File: src/rtl/ram_port_arbiter.sv
// rtl/ram_port_arbiter.sv - SDRAM Wishbone port arbiter between the HPS loader and the core bus
//
// Purpose: sequences the single SDRAM Wishbone slave port between the HPS
// loader (ioctl word writes, one-deep write buffer, throttled by ldr_wait) and
// the core Wishbone bus (classic and incrementing bursts). The grant is
// registered; a core grant is held for the whole of core_cyc, so bursts are
// never split and a pending loader write never preempts the core.
//
// Ports:
//   clk_sys, reset_n          system clock, asynchronous active-low reset
//   ram_ready                 SDRAM initialised; no grant is issued while low
//   ldr_active                download in progress; blocks new core grants
//   ldr_wr/addr/data/sel      loader write strobe, byte address, data, enables
//   ldr_wait                  loader throttle (high while the buffer is full)
//   core_cyc/stb/we/adr/sel/cti/dat_i, core_ack   core Wishbone master side
//   ram_cyc/stb/we/sel/cti/adr/dat_o, ram_ack     SDRAM Wishbone slave side
//   ldr_overrun               sticky: ldr_wr arrived while the buffer was full
//   bus_timeout               sticky watchdog flag (0 without the watchdog)
//
// Optional feature: define RAM_ARB_WATCHDOG_EN to abort a granted cycle after
// TIMEOUT cycles without ram_ack.

module ram_port_arbiter #(
  parameter int ADDR_W  = 26,
  parameter int TIMEOUT = 255
) (
  input  logic              clk_sys,
  input  logic              reset_n,
  input  logic              ram_ready,
  input  logic              ldr_active,
  input  logic              ldr_wr,
  input  logic [24:0]       ldr_addr,
  input  logic [31:0]       ldr_data,
  input  logic [3:0]        ldr_sel,
  output logic              ldr_wait,
  input  logic              core_cyc,
  input  logic              core_stb,
  input  logic              core_we,
  input  logic [26:2]       core_adr,
  input  logic [3:0]        core_sel,
  input  logic [2:0]        core_cti,
  input  logic [31:0]       core_dat_i,
  output logic              core_ack,
  output logic              ram_cyc,
  output logic              ram_stb,
  output logic              ram_we,
  output logic [3:0]        ram_sel,
  output logic [2:0]        ram_cti,
  output logic [ADDR_W-1:0] ram_adr,
  output logic [31:0]       ram_dat_o,
  input  logic              ram_ack,
  output logic              ldr_overrun,
  output logic              bus_timeout
);

  typedef enum logic [1:0] {
    S_IDLE = 2'd0,
    S_CORE = 2'd1,
    S_LDR  = 2'd2
  } state_t;

  state_t      r_state;
  state_t      w_next;
  logic        r_pend;
  logic [21:0] r_ldr_word;   // byte address bits [23:2]; higher bits wrap away
  logic [31:0] r_ldr_data;
  logic [3:0]  r_ldr_sel;
  logic        r_overrun;
  logic        w_grant;
  logic        w_pend_clr;

`ifdef RAM_ARB_WATCHDOG_EN
  localparam int WD_W = ($clog2(TIMEOUT + 1) > 8) ? $clog2(TIMEOUT + 1) : 8;
  logic [WD_W-1:0] r_wdog;
  logic            r_timeout;
  logic            w_wd_hit;
`endif

  // Address bits above 23 and the byte offset are intentionally discarded.
  logic w_unused_bits;
  assign w_unused_bits = &{1'b0, ldr_addr[24], ldr_addr[1:0], core_adr[26:24]};

  assign ldr_wait    = r_pend;
  assign ldr_overrun = r_overrun;

  always_ff @(posedge clk_sys or negedge reset_n) begin
    if (!reset_n) begin
      r_state <= S_IDLE;
    end else begin
      r_state <= w_next;
    end
  end

  always_comb begin
    w_next     = r_state;
    w_grant    = 1'b0;
    w_pend_clr = 1'b0;
    core_ack   = 1'b0;
    ram_cyc    = 1'b0;
    ram_stb    = 1'b0;
    ram_we     = 1'b0;
    ram_sel    = 4'h0;
    ram_cti    = 3'b000;
    ram_adr    = '0;
    ram_dat_o  = 32'h0;
    case (r_state)
      S_IDLE: begin
        // Loader wins a tie; ram_ack is ignored here.
        if (ram_ready) begin
          if (r_pend) begin
            w_next  = S_LDR;
            w_grant = 1'b1;
          end else if (core_cyc && core_stb && !ldr_active) begin
            w_next  = S_CORE;
            w_grant = 1'b1;
          end
        end
      end
      S_LDR: begin
        ram_cyc   = 1'b1;
        ram_stb   = 1'b1;
        ram_we    = 1'b1;
        ram_sel   = r_ldr_sel;
        ram_adr   = ADDR_W'({r_ldr_word, 2'b00});
        ram_dat_o = r_ldr_data;
        if (ram_ack) begin
          w_next     = S_IDLE;
          w_pend_clr = 1'b1;
        end
      end
      S_CORE: begin
        // Held for the whole of core_cyc, including stb gaps inside a burst.
        ram_cyc   = core_cyc;
        ram_stb   = core_stb;
        ram_we    = core_we;
        ram_sel   = core_sel;
        ram_cti   = core_cti;
        ram_adr   = ADDR_W'({core_adr[23:2], 2'b00});
        ram_dat_o = core_dat_i;
        core_ack  = ram_ack;
        if (!core_cyc) begin
          w_next = S_IDLE;
        end
      end
      default: begin
        w_next = S_IDLE;
      end
    endcase
`ifdef RAM_ARB_WATCHDOG_EN
    // Abort on the TIMEOUT-th cycle of ram_cyc without an ack; the core gets
    // a single fake ack so the CPU does not hang, a loader write is lost.
    w_wd_hit = ram_cyc && !ram_ack && (r_wdog == WD_W'(TIMEOUT - 1));
    if (w_wd_hit) begin
      w_next = S_IDLE;
      if (r_state == S_LDR) begin
        w_pend_clr = 1'b1;
      end
      if (r_state == S_CORE) begin
        core_ack = 1'b1;
      end
    end
`endif
  end

  always_ff @(posedge clk_sys or negedge reset_n) begin
    if (!reset_n) begin
      r_pend     <= 1'b0;
      r_ldr_word <= 22'h0;
      r_ldr_data <= 32'h0;
      r_ldr_sel  <= 4'h0;
      r_overrun  <= 1'b0;
    end else begin
      // Clear only happens with pend=1 and capture only with pend=0.
      if (w_pend_clr) begin
        r_pend <= 1'b0;
      end
      if (ldr_wr && !r_pend) begin
        r_pend     <= 1'b1;
        r_ldr_word <= ldr_addr[23:2];
        r_ldr_data <= ldr_data;
        r_ldr_sel  <= ldr_sel;
      end
      if (ldr_wr && r_pend) begin
        r_overrun <= 1'b1;
      end
    end
  end

`ifdef RAM_ARB_WATCHDOG_EN
  always_ff @(posedge clk_sys or negedge reset_n) begin
    if (!reset_n) begin
      r_wdog    <= '0;
      r_timeout <= 1'b0;
    end else begin
      if (w_grant || ram_ack) begin
        r_wdog <= '0;
      end else if (ram_cyc) begin
        r_wdog <= r_wdog + 1'b1;
      end
      if (w_wd_hit) begin
        r_timeout <= 1'b1;
      end
    end
  end

  assign bus_timeout = r_timeout;
`else
  logic w_unused_tmo;
  assign w_unused_tmo = (TIMEOUT != 0) && w_grant;
  assign bus_timeout  = 1'b0;
`endif

endmodule
File: config.mk
export PLATFORM = sky130hd
export DESIGN_NAME = ram_port_arbiter
export DESIGN_NICKNAME = d
export VERILOG_FILES = /design/src/rtl/ram_port_arbiter.sv
export SDC_FILE = /design/constraint.sdc
export NUM_CORES = 1
export LEC_CHECK = 0
export ABC_AREA = 1
export BUFFER_PORTS_ARGS = -buffer_cell sky130_fd_sc_hd__buf_4
export CAP_MARGIN = 20
export CORE_UTILIZATION = 35
export CTS_CLUSTER_SIZE = 40
export DETAILED_ROUTE_END_ITERATION = 16
export HOLD_SLACK_MARGIN = 0.06
export PLACE_DENSITY = 0.68
export SYNTH_ARGS = -nofsm -noshare
export SYNTH_HDL_FRONTEND = slang
export SYNTH_SLANG_ARGS = --single-unit
File: constraint.sdc
create_clock -name clk_sys -period 1.5 [get_ports clk_sys]
set_clock_uncertainty 0.05 [all_clocks]
set_input_delay 0.15 -clock clk_sys [delete_from_list [all_inputs] [get_ports clk_sys]]
set_output_delay 0.15 -clock clk_sys [all_outputs]
set_load 0.02 [all_outputs]
== Yosys cells after proc, flatten, opt, wreduce, memory -nomap -nowiden ==
Cells that the tools add are included.

* Bits in registers: 62
* Input bits: 134
* Word-level logic and storage cells: 39
* Output and inout port bits: 72

* Reduce and logical (&&, ||, !) cells: 9
* Multiplexer cells: 18
* Equal/unequal tests: 6

{| class="wikitable"
|+ Operators by type and width
! operator !! count
|-
| $pmux W32 S2 || 1
|-
| $pmux W24 S2 || 1
|-
| $mux W2 || 5
|-
| $pmux W4 S2 || 1
|-
| $ne A2 B2 Y1 const B || 3
|-
| $pmux W1 S2 || 3
|-
| $pmux W2 S3 || 1
|-
| $mux W1 || 5
|-
| $logic_and A1 B1 Y1 || 4
|-
| $reduce_and A4 Y1 || 1
|-
| $mux W3 || 1
|-
| $ne A3 B3 Y1 const B || 1
|-
| $eq A2 B1 Y1 const B || 1
|-
| $eq A2 B2 Y1 const B || 1
|-
| $logic_not A1 Y1 || 2
|-
| $logic_not A2 Y1 || 1
|-
| $reduce_bool A2 Y1 || 1
|}

== Logic depth before layout (Yosys ltp) ==
Gate-level depths: netlist (run 1).

* Depth in word-level cells: 6
* Gate-level depth with buffers: 9

== Least setup slack after synthesis (run 1) ==
Ideal clock, no wire load.

* Path type: register to output
* Start: register r_state[0]
* End: output port ram_adr[10]
* Setup slack: -0.087 ns
* Required time: 1.300 ns
* Cell stages (with the launch flop): 8
* Data arrival time: 1.387 ns
* Cell sequence: dfrtp_1 inv_1 ha_1 buf_2 buf_6 buf_4 nand2_1 a21oi_1

* Cells in the longest elaborated chain, start to end: 2
* Elaborated cells between the ends (all ways): 3
* Those cells by class: eq/ne (2); mux (1)

{| class="wikitable"
|+ RTL lines
! what !! RTL line !! source
|-
| start, declared || 62 || <nowiki>state_t r_state;</nowiki>
|-
| start signal, assigned || 90 || <nowiki>r_state <= w_next;</nowiki>
|-
| $eq A2 B1 Y1 or $eq A2 B2 Y1 (tied branches) || 106 || <nowiki>case (r_state)</nowiki>
|-
| $pmux W24 S2 * || 106 ||
|-
| end, declared || 49 || <nowiki>output logic [ADDR_W-1:0] ram_adr,</nowiki>
|}

Mark *: on every way between the ends. The rest lies on a longest branch, timed or not.

== Worst setup path after layout (run 1) ==
* Start: register r_state[1]
* End: output port ram_dat_o[18]

* Cells in the longest elaborated chain, start to end: 2
* Elaborated cells between the ends (all ways): 3
* Those cells by class: eq/ne (2); mux (1)

{| class="wikitable"
|+ RTL lines
! what !! RTL line !! source
|-
| $eq A2 B1 Y1 or $eq A2 B2 Y1 (tied branches) || 106 ||
|-
| $pmux W32 S2 * || 106 ||
|-
| end, declared || 50 || <nowiki>output logic [31:0] ram_dat_o,</nowiki>
|}

Marks and branches as above.

==> impl_metrics.tcl, run 1 <==
set metrics [dict create \
    status "finished, violations left" \
    violations "negative setup slack" \
    end_kind "output port" \
    fmax_mhz 546 \
    drv_slew 0 \
    routabilityCongestion 0.771 \
    p_leak_uw 0.00326 \
    die_x_um 102 \
    cts_tree "done" \
    cts.path.max_buffers 2 \
    core-area_mm2 0.00942 \
    synth_common_cells "nand2_1 (248), dfrtp_1 (62), a21oi_1 (61)" \
    grt_pass1_wl_um 19300 \
    p_per_area_mw_per_mm2 1760 \
    cp_max_fo 20 \
    ys_ff_latch 62 \
    grtUsageMet3_pct 4.55 \
    yosys.area_share.adder_pct 1.08 \
    synthXorXnorAreaFrac_pct 0 \
    pre_cts_ws_ns -0.133 \
    clk_pin_slew_ns 0.07 \
    vias_per_cell 4.79 \
    clk_latency_ns 0.32 \
    drt_iter0_drc 182 \
    drv_cap 0 \
    grt_setup_unrepaired "true" \
    drive_gt1_share_pct 46.2 \
    root_buffer "clkbuf_8" \
    synth_cell_types 18 \
    initial_core_util_pct 36.8 \
    yosys.area.top_type "dfrtp_1" \
    hp-start "ram_ack" \
    finalCriticalPeriod_ns 1.83 \
    avgSynthCellArea_um2 6.97 \
    ys_seq_area_share_pct 44.8 \
    cts_htree_levels 3 \
    area_growth_pct 90.9 \
    grt_max_degree 63 \
    vias 4243 \
    critPathLaunchType "register" \
    drt_pass1_iterations 4 \
    final_area_mm2 0.00662 \
    wl_per_cell_um 14.6 \
    min_path_type "input pin to register" \
    synth_ff_type "dfrtp_1" \
    synth_mux_area_share_pct 0 \
    synth-edff-count 0 \
    fin_crit_sh_pct 122 \
    finalSetupTns_ns -19.23 \
    tightest_slew_ns 0.801 \
    ir_worst_vdd_uv 957 \
    synth_top_area_share_pct 44.8 \
    grt_overflow 0 \
    dieArea_mm2 0.0103 \
    grtUsageMet2_pct 43.2 \
    io_pins 206 \
    critical_path_class "register to output port" \
    grt_usage_pct 24.1 \
    grt_pass1_vias 4085 \
    cts.sinks 62 \
    syn_inst 497 \
    grtUsageMet1_pct 28.6 \
    dp_hpwl_um 7890 \
    ys_warn_count 0 \
    die_y_um 102 \
    swShare_pct 44.4 \
    place_area_mm2 0.00508 \
    yosys.area_share.simple_pct 36.0 \
    synth_compound_area_share_pct 9.31 \
    ys_top_cells_by_area "dfrtp_1 (45%), nand2_1 (27%), a21oi_1 (8.8%)" \
    busiest_layer "met2" \
    fp-row-count 35 \
    final_hold_viol_count 0 \
    port_buffers 194 \
    switching_power_uw 5170 \
    comb_power_share_pct 61.1 \
    whs_ns 0.138 \
    numCtsBuffers 9 \
    total_power_uw 11600 \
    slew_headroom_pct 46.6 \
    ys_async_sr_fraction_pct 100 \
    yosysMostFrequentCell "nand2_1" \
    internal-power_uw 6480 \
    crit_required_ns 1.30 \
    critPathLaunch "r_state[1]$_DFFE_PN0P_" \
    syn-cell-area_mm2 0.00347 \
    nets 888 \
    power_frac_clock_pct 12.9 \
    antenna_found_initial 0 \
    drtAntennaViolNets 0 \
    drc 0 \
    n_antenna_cell 0 \
    synth_top_family_by_area "simple AND/OR/NAND/NOR gates" \
    layout_setup_ws_ns -0.332 \
    r2r-start "r_state[1]$_DFFE_PN0P_" \
    arrival_ns 1.63 \
    p_seq_share_pct 26.0 \
    routed_wl_um 12900 \
    setup_viol 67 \
]
-- power groups by stage --
stage | clock (µW) | sequential, µW | combinational (µW)
after detailed placement | 0 | 2900 | 5150
final | 1500 | 3030 | 7110
after global placement | 0 | 2890 | 5050
after CTS | 1540 | 2900 | 6190
after floorplan | 0 | 2800 | 3190
after global routing | 1620 | 3110 | 7690
-- critical path, cell delays in order (launching register included) --
cell	delay, ns
dfrtp_1	0.41
inv_2	0.11
ha_4	0.21
buf_12	0.17
nand2_1	0.08
a21oi_2	0.16
buf_4	0.16
-- sequential cells by signal, indices dropped and copies added (netlist names) --
name         cells
ldr_overrun      1
r_ldr_sel        4
ldr_wait         1
r_ldr_word      22
r_state          2
r_ldr_data      32
-- path summary, 6_finish.rpt --
check / end / depth (start not counted) / slack, ns
max reg2reg: r_state[0]$_DFFE_PN0P_ / 11 / -0.23
max: ram_dat_o[18] / 6 / -0.33
min: ldr_wait$_DFFE_PN0P_ / 4 / 0.14
max in group asynchronous: r_ldr_data[7]$_DFFE_PN0P_ / 2 / 0.46
min in group asynchronous: r_ldr_data[23]$_DFFE_PN0P_ / 2 / 0.42
min reg2reg: ldr_overrun$_DFFE_PN0P_ / 1 / 0.41
-- kinds of logic after synthesis --
family,Yosys count
simple gates,312
flops,62
other cells,1
buf+inv,55
compound gates,64
fa+ha+maj,3
-- stage by stage --
| step | instances | utilization, % |
|---|---|---|
| 2_1_floorplan | 501 | - |
| 3_3_place_gp | 799 | 54.0 |
| 3_5_place_dp | 799 | 54.0 |
| 4_1_cts | 878 | 65.6 |
| 5_1_grt | 885 | 70.3 |
| 6_report | 885 | 70.3 |
-- cells in the final DEF (no fill, tap or decap), drive strengths merged --
master	instances
conb	5
clkinv	3
buf	222
dlygate4sd3	59
ha	3
nor2	3
o21ai	2
a21oi	61
clkbuf	14
nand2	249
inv	11
a21o	1
bufinv	1
nand3	60
dfrtp	62
-- metal layers --
metal | up-vias | wire length [µm]
met4 | 0 | 184
met5 | - | 0
met1 | 1991 | 5240
met3 | 12 | 795
li1 | 2079 | -
met2 | 161 | 6710
-- final cells by class --
cell class,instances,area [µm²]
fill,725,2800
timing repair buffer,283,2610
multi-input combinational,384,2040
sequential,62,1550
tap,129,161
clock buffer,12,155
inverter,11,48.8
clock inverter,4,45.0
-- repair_timing --
action	CTS	global route
pin swaps	9	38
gates cloned	2	3
buffers inserted	2	4
setup endpoints to repair	67	67
hold buffers	59	0
endpoints found under the hold margin	120	0
resized for setup	64	105
Power figures use the tool's default switching activity.
==> run 2: changes to the inputs <==
--- a/config.mk
+++ b/config.mk
@@ -11,6 +11,7 @@
 export CORE_UTILIZATION = 35
 export CTS_CLUSTER_SIZE = 40
 export DETAILED_ROUTE_END_ITERATION = 16
+export GPL_TIMING_DRIVEN = 0
 export HOLD_SLACK_MARGIN = 0.06
 export PLACE_DENSITY = 0.68
 export SYNTH_ARGS = -nofsm -noshare
==> run 2 against run 1 <==
The run still ends with negative setup slack left; worst hold slack got worse by 0.048 ns; sequential power fell by 2%; maximum frequency fell by 5.6%; critical path depth rose by 1; register-to-register slack improved by 0.32 ns.
==> impl_metrics.tcl, run 2 (synthesized netlist as in run 1, its figures left out) <==
set metrics [dict create \
    crit_required_ns 1.30 \
    power_frac_clock_pct 14.2 \
    hold-path-cell-count 3 \
    p_seq_share_pct 25.8 \
    p_per_area_mw_per_mm2 1720 \
    violations "negative setup slack" \
    cts.sinks 62 \
    fin_crit_sh_pct 129 \
    swShare_pct 43.7 \
    layout_setup_ws_ns -0.440 \
    numCtsBuffers 9 \
    internal-power_uw 6450 \
    final.fill_count 739 \
    ff2ff_path_depth 8 \
    drv_cap 0 \
    drtAntennaViolNets 0 \
    port_buffers 193 \
    routabilityCongestion 0.781 \
    clk_pin_slew_ns 0.07 \
    drc 0 \
    cts_htree_levels 3 \
    setup_viol 65 \
    total_power_uw 11500 \
    drt_iter0_drc 166 \
    final_hold_viol_count 0 \
    top_register "r_ldr_data" \
    finalCriticalPeriod_ns 1.94 \
    grtUsageMet1_pct 30.6 \
    final_cell_mix "nand2_1 (225), buf_4 (192), dfrtp_1 (61)" \
    grt_pass1_vias 4165 \
    final_util_pct 70.8 \
    status "finished, violations left" \
    tightest_slew_ns 0.796 \
    cts.path.max_buffers 2 \
    vias_per_cell 4.80 \
    drive_gt1_share_pct 43.4 \
    holdPathEnd "r_ldr_word[14]$_DFFE_PN0P_" \
    arrival_ns 1.74 \
    n_antenna_cell 0 \
    cts_tree "done" \
    io_pins 206 \
    mostFrequentLayoutCell "nand2_1" \
    end_kind "output port" \
    vias 4344 \
    min_path_type "input pin to register" \
    top_regs "r_ldr_data: 32 flops, r_ldr_word: 22 flops, r_ldr_sel: 4 flops" \
    grt_pass1_wl_um 19800 \
    die_y_um 102 \
    dieArea_mm2 0.0103 \
    r2r-end "r_state[1]$_DFFE_PN0P_" \
    grt_usage_pct 24.9 \
    fp-row-count 35 \
    grtUsageMet3_pct 3.38 \
    largest_reg_flops 32 \
    grtUsageMet2_pct 45.0 \
    cp_max_fo 10 \
    busiest_layer "met2" \
    initial_core_util_pct 36.8 \
    wl_per_cell_um 14.8 \
    drv_slew 0 \
    area_growth_pct 92.3 \
    drt_pass1_iterations 5 \
    slew_headroom_pct 47.0 \
    grt_overflow 0 \
    antenna_found_initial 0 \
    fmax_mhz 516 \
    grt_max_degree 63 \
    r2r_slack_ns 0.09 \
    grt_setup_unrepaired "true" \
    hp-start "ldr_addr[16]" \
    routed_wl_um 13400 \
    comb_power_share_pct 60.0 \
    nets 908 \
    clk_latency_ns 0.32 \
    switching_power_uw 5010 \
    critPathLaunchType "register" \
    p_leak_uw 0.00334 \
    critical_path_class "register to output port" \
    root_buffer "clkbuf_8" \
    dp_hpwl_um 8470 \
    r2r-start "r_state[0]$_DFFE_PN0P_" \
    ir_worst_vdd_uv 843 \
    core-area_mm2 0.00942 \
    die_x_um 102 \
]
==> run 2: changes by cell type in the layout (fill, tap and decap cells not counted), moves of 5 or more <==
cell | previous run | this run
buf_4 | 169 | 192
nand2_2 | 34 | 11
nand2_1 | 204 | 225
buf_6 | 40 | 20
a21oi_2 | 55 | 48
buf_2 | 0 | 7
a21oi_1 | 6 | 11
==> run 2: timing repair <==
| item | CTS | global route |
|---|---|---|
| hold buffers | 58 | 0 |
| endpoints found under the setup margin | 67 | 67 |
| hold endpoints to repair | 119 | 0 |
| resized for setup | 81 | 83 |
| gates cloned | 0 | 5 |
| pin swaps | 7 | 24 |
| buffers inserted | 4 | 0 |
==> run 2: power groups by stage <==
stage | Sequential [µW] | Combinational, µW | Clock [µW]
2_1_floorplan | 2800 | 3190 | 0
5_1_grt | 3040 | 7470 | 1730
6_report | 2960 | 6880 | 1620
3_3_place_gp | 2880 | 4920 | 0
4_1_cts | 2910 | 6110 | 1650
3_5_place_dp | 2910 | 5040 | 0
==> run 2: worst max-delay path by stage <==
stage | start | to | cells after the start
2_1_floorplan | r_state[0]$_DFFE_PN0P_ | ram_adr[12] | 7
3_3_place_gp | r_state[0]$_DFFE_PN0P_ | ram_dat_o[18] | 6
3_5_place_dp | r_state[0]$_DFFE_PN0P_ | ram_dat_o[18] | 6
4_1_cts | r_state[1]$_DFFE_PN0P_ | ram_cyc | 6
5_1_grt | r_state[1]$_DFFE_PN0P_ | ram_dat_o[10] | 7
6_report | r_state[1]$_DFFE_PN0P_ | ram_dat_o[10] | 7
==> run 2: layout make-up <==
class	instances	area, µm²	share of cell area, %
repair buffers	260	2250	33.8
multi-input cells	384	1990	29.9
flip-flops and latches	62	1550	23.3
plain buffers	43	433	6.50
well taps	129	161	2.42
clock buffers	12	145	2.18
clock inverters	4	70.1	1.05
inverters	11	56.3	0.845
==> run 2: worst max-delay path, stage by stage, from the launching register on <==
cell	delay (ns)
dfrtp_2	0.45
inv_4	0.09
ha_4	0.18
buf_12	0.16
buf_8	0.13
nand2_1	0.08
a21oi_2	0.15
buf_4	0.16
==> run 2: through the flow <==
step / cells / hold slack [ns] / setup TNS, ns / cell area, µm² / worst slack (ns)
after floorplan: 501 / -0.196 / -4.43 / 3500 / -0.0868
after detailed placement: 823 / 0.241 / -21.39 / 5110 / -0.388
after global placement: 823 / 0.231 / -17.55 / 5110 / -0.335
after global routing: 905 / 0.0898 / -28.09 / 6670 / -0.478
after CTS: 901 / 0.0781 / -25.36 / 6250 / -0.423
final: 905 / 0.0895 / -24.33 / 6670 / -0.440
==> run 2: metal layers <==
| layer | wire, µm | up-vias |
|---|---|---|
| li1 | - | 2116 |
| met2 | 7000 | 169 |
| met5 | 0 | - |
| met3 | 687 | 20 |
| met4 | 191 | 0 |
| met1 | 5530 | 2039 |
==> run 3: changes to the inputs <==
--- a/config.mk
+++ b/config.mk
@@ -8,12 +8,12 @@
 export ABC_AREA = 1
 export BUFFER_PORTS_ARGS = -buffer_cell sky130_fd_sc_hd__buf_4
 export CAP_MARGIN = 20
-export CORE_UTILIZATION = 35
+export CORE_UTILIZATION = 44
 export CTS_CLUSTER_SIZE = 40
 export DETAILED_ROUTE_END_ITERATION = 16
 export GPL_TIMING_DRIVEN = 0
 export HOLD_SLACK_MARGIN = 0.06
-export PLACE_DENSITY = 0.68
+export PLACE_DENSITY = 0.82
 export SYNTH_ARGS = -nofsm -noshare
 export SYNTH_HDL_FRONTEND = slang
 export SYNTH_SLANG_ARGS = --single-unit
==> run 3 against run 2 <==
The flow still finishes with violations (negative setup slack); combinational power is 18% higher; worst hold slack better by 0.057 ns; maximum frequency is 7.9% lower; register-to-register slack worse by 0.29 ns; design area is 3.0% higher; via count is 23% higher; sequential share of layout area is 0.69 points lower; critical path type unchanged; critical endpoint is now ram_dat_o[2].
==> impl_metrics.tcl, run 3 (synthesized netlist as in run 1, its figures left out) <==
set metrics [dict create \
    status "finished, violations left" \
    violations "negative setup slack" \
    path_cells "inv_2, buf_6, ha_4, clkinv_8, buf_6, a21oi_1, buf_4" \
    fp-row-count 31 \
    n_antenna_cell 0 \
    hp-start "ram_ack" \
    dp_hpwl_um 8210 \
    holdPathEnd "ldr_wait$_DFFE_PN0P_" \
    clk_pin_slew_ns 0.08 \
    top_regs "r_ldr_data: 32 flops, r_ldr_word: 22 flops, r_ldr_sel: 4 flops" \
    drv_slew 0 \
    final_cell_mix "nand2_1 (215), buf_4 (187), dfrtp_1 (62)" \
    cpPeakStageDelay_ns 0.38 \
    drive_gt1_share_pct 45.6 \
    cts_htree_levels 3 \
    drc 0 \
    pre_cts_ws_ns -0.347 \
    clk_latency_ns 0.35 \
    slowest_stage "dfrtp_1" \
    drt_pass1_iterations 5 \
    cts.path.max_buffers 2 \
    layout_setup_ws_ns -0.605 \
    tightest_slew_ns 0.785 \
    r2r-start "r_state[0]$_DFFE_PN0P_" \
    final_hold_viol_count 0 \
    core-area_mm2 0.00745 \
    top_register "r_ldr_data" \
    grt_pass1_wl_um 24900 \
    p_leak_uw 0.00339 \
    initial_core_util_pct 46.5 \
    root_buffer "clkbuf_8" \
    p_per_area_mw_per_mm2 1910 \
    fmax_mhz 475 \
    ir_worst_vdd_uv 1170 \
    area_growth_pct 98.0 \
    final_util_pct 92.2 \
    min_path_type "input pin to register" \
    r2r-end "r_state[1]$_DFFE_PN0P_" \
    end_kind "output port" \
    routabilityCongestion 0.766 \
    die_x_um 90.8 \
    grt_max_degree 63 \
    antenna_found_initial 0 \
    ff2ff_path_depth 10 \
    mostFrequentLayoutCell "nand2_1" \
    largest_reg_flops 32 \
    grt_pass1_vias 5028 \
    fin_crit_sh_pct 140 \
    crit_required_ns 1.30 \
    die_y_um 90.8 \
    slew_headroom_pct 47.6 \
    finalCriticalPeriod_ns 2.11 \
    port_buffers 193 \
    drt_iter0_drc 485 \
    arrival_ns 1.91 \
    dieArea_mm2 0.00824 \
    r2r_slack_ns -0.20 \
    drtAntennaViolNets 0 \
    setup_viol 67 \
    vias 5363 \
    routed_wl_um 19700 \
    vias_per_cell 6.03 \
    cts_tree "done" \
    nets 922 \
    grt_setup_unrepaired "true" \
    critPathLaunchType "register" \
    io_pins 206 \
    drv_cap 0 \
    cp_max_fo 10 \
    final.fill_count 281 \
    numCtsBuffers 9 \
    grt_usage_pct 38.7 \
    hold-path-cell-count 4 \
    cpMostUsedCell "buf_6" \
    grt_overflow 0 \
    cts.sinks 62 \
    wl_per_cell_um 22.1 \
    critical_path_class "register to output port" \
]
## run 3: critical path: cells and delay by family (launching register included)
| family | cells | cell delay, ns |
|---|---|---|
| adders and majority gates | 1 | 0.28 |
| buffers and inverters | 5 | 0.66 |
| DFF | 1 | 0.38 |
| AOI/OAI and AO/OA | 1 | 0.22 |
## run 3: what timing repair did
| item | CTS | global route |
|---|---|---|
| gates resized for setup | 126 | 80 |
| setup buffers | 10 | 3 |
| hold buffers | 59 | 0 |
| gates cloned | 8 | 1 |
| pin swaps | 8 | 7 |
| endpoints found under the setup margin | 65 | 75 |
| hold endpoints to repair | 120 | 0 |
## run 3: area by class of cell
type	count	area (µm²)	share of cell area [%]
buffer	43	433	6.31
clock buffer	12	135	1.97
clock inverter	4	95.1	1.39
inverter	11	53.8	0.784
multi-input combinational	384	2050	29.8
sequential	62	1550	22.6
tap	99	124	1.80
timing repair buffer	274	2420	35.3
## run 3: layer usage
metal	global-route usage, %	routed length, µm
met5	0	0
met4	21.9	1810
met3	8.59	2290
met2	68.4	9140
met1	42.7	6440
## run 3: where the power goes
group / total, µW / switching (µW) / internal, µW
Sequential: 3100 / 658 / 2450
Combinational: 8150 / 4760 / 3390
Clock: 1840 / 735 / 1110
## run 3: through the flow
step	area [µm²]	hold slack [ns]	cells	setup TNS [ns]	total power (µW)
final	6860	0.146	889	-30.32	13100
after global routing	6860	0.166	889	-32.98	13500
after CTS	6530	0.127	886	-24.51	11400
after detailed placement	5080	0.224	793	-16.79	7890
after global placement	5080	0.220	793	-16.20	7720
after floorplan	3500	-0.196	501	-4.43	5990
## run 3: worst max path at each step
stage / from / depth (start not counted) / end / slack (ns)
floorplan: r_state[0]$_DFFE_PN0P_ / 7 / ram_adr[12] / -0.09
global placement: r_state[1]$_DFFE_PN0P_ / 6 / ram_adr[17] / -0.36
detailed placement: r_state[0]$_DFFE_PN0P_ / 6 / ram_we / -0.35
CTS: r_state[0]$_DFFE_PN0P_ / 7 / ram_dat_o[16] / -0.43
global route: r_state[0]$_DFFE_PN0P_ / 7 / ram_dat_o[2] / -0.61
finish: r_state[0]$_DFFE_PN0P_ / 7 / ram_dat_o[2] / -0.61
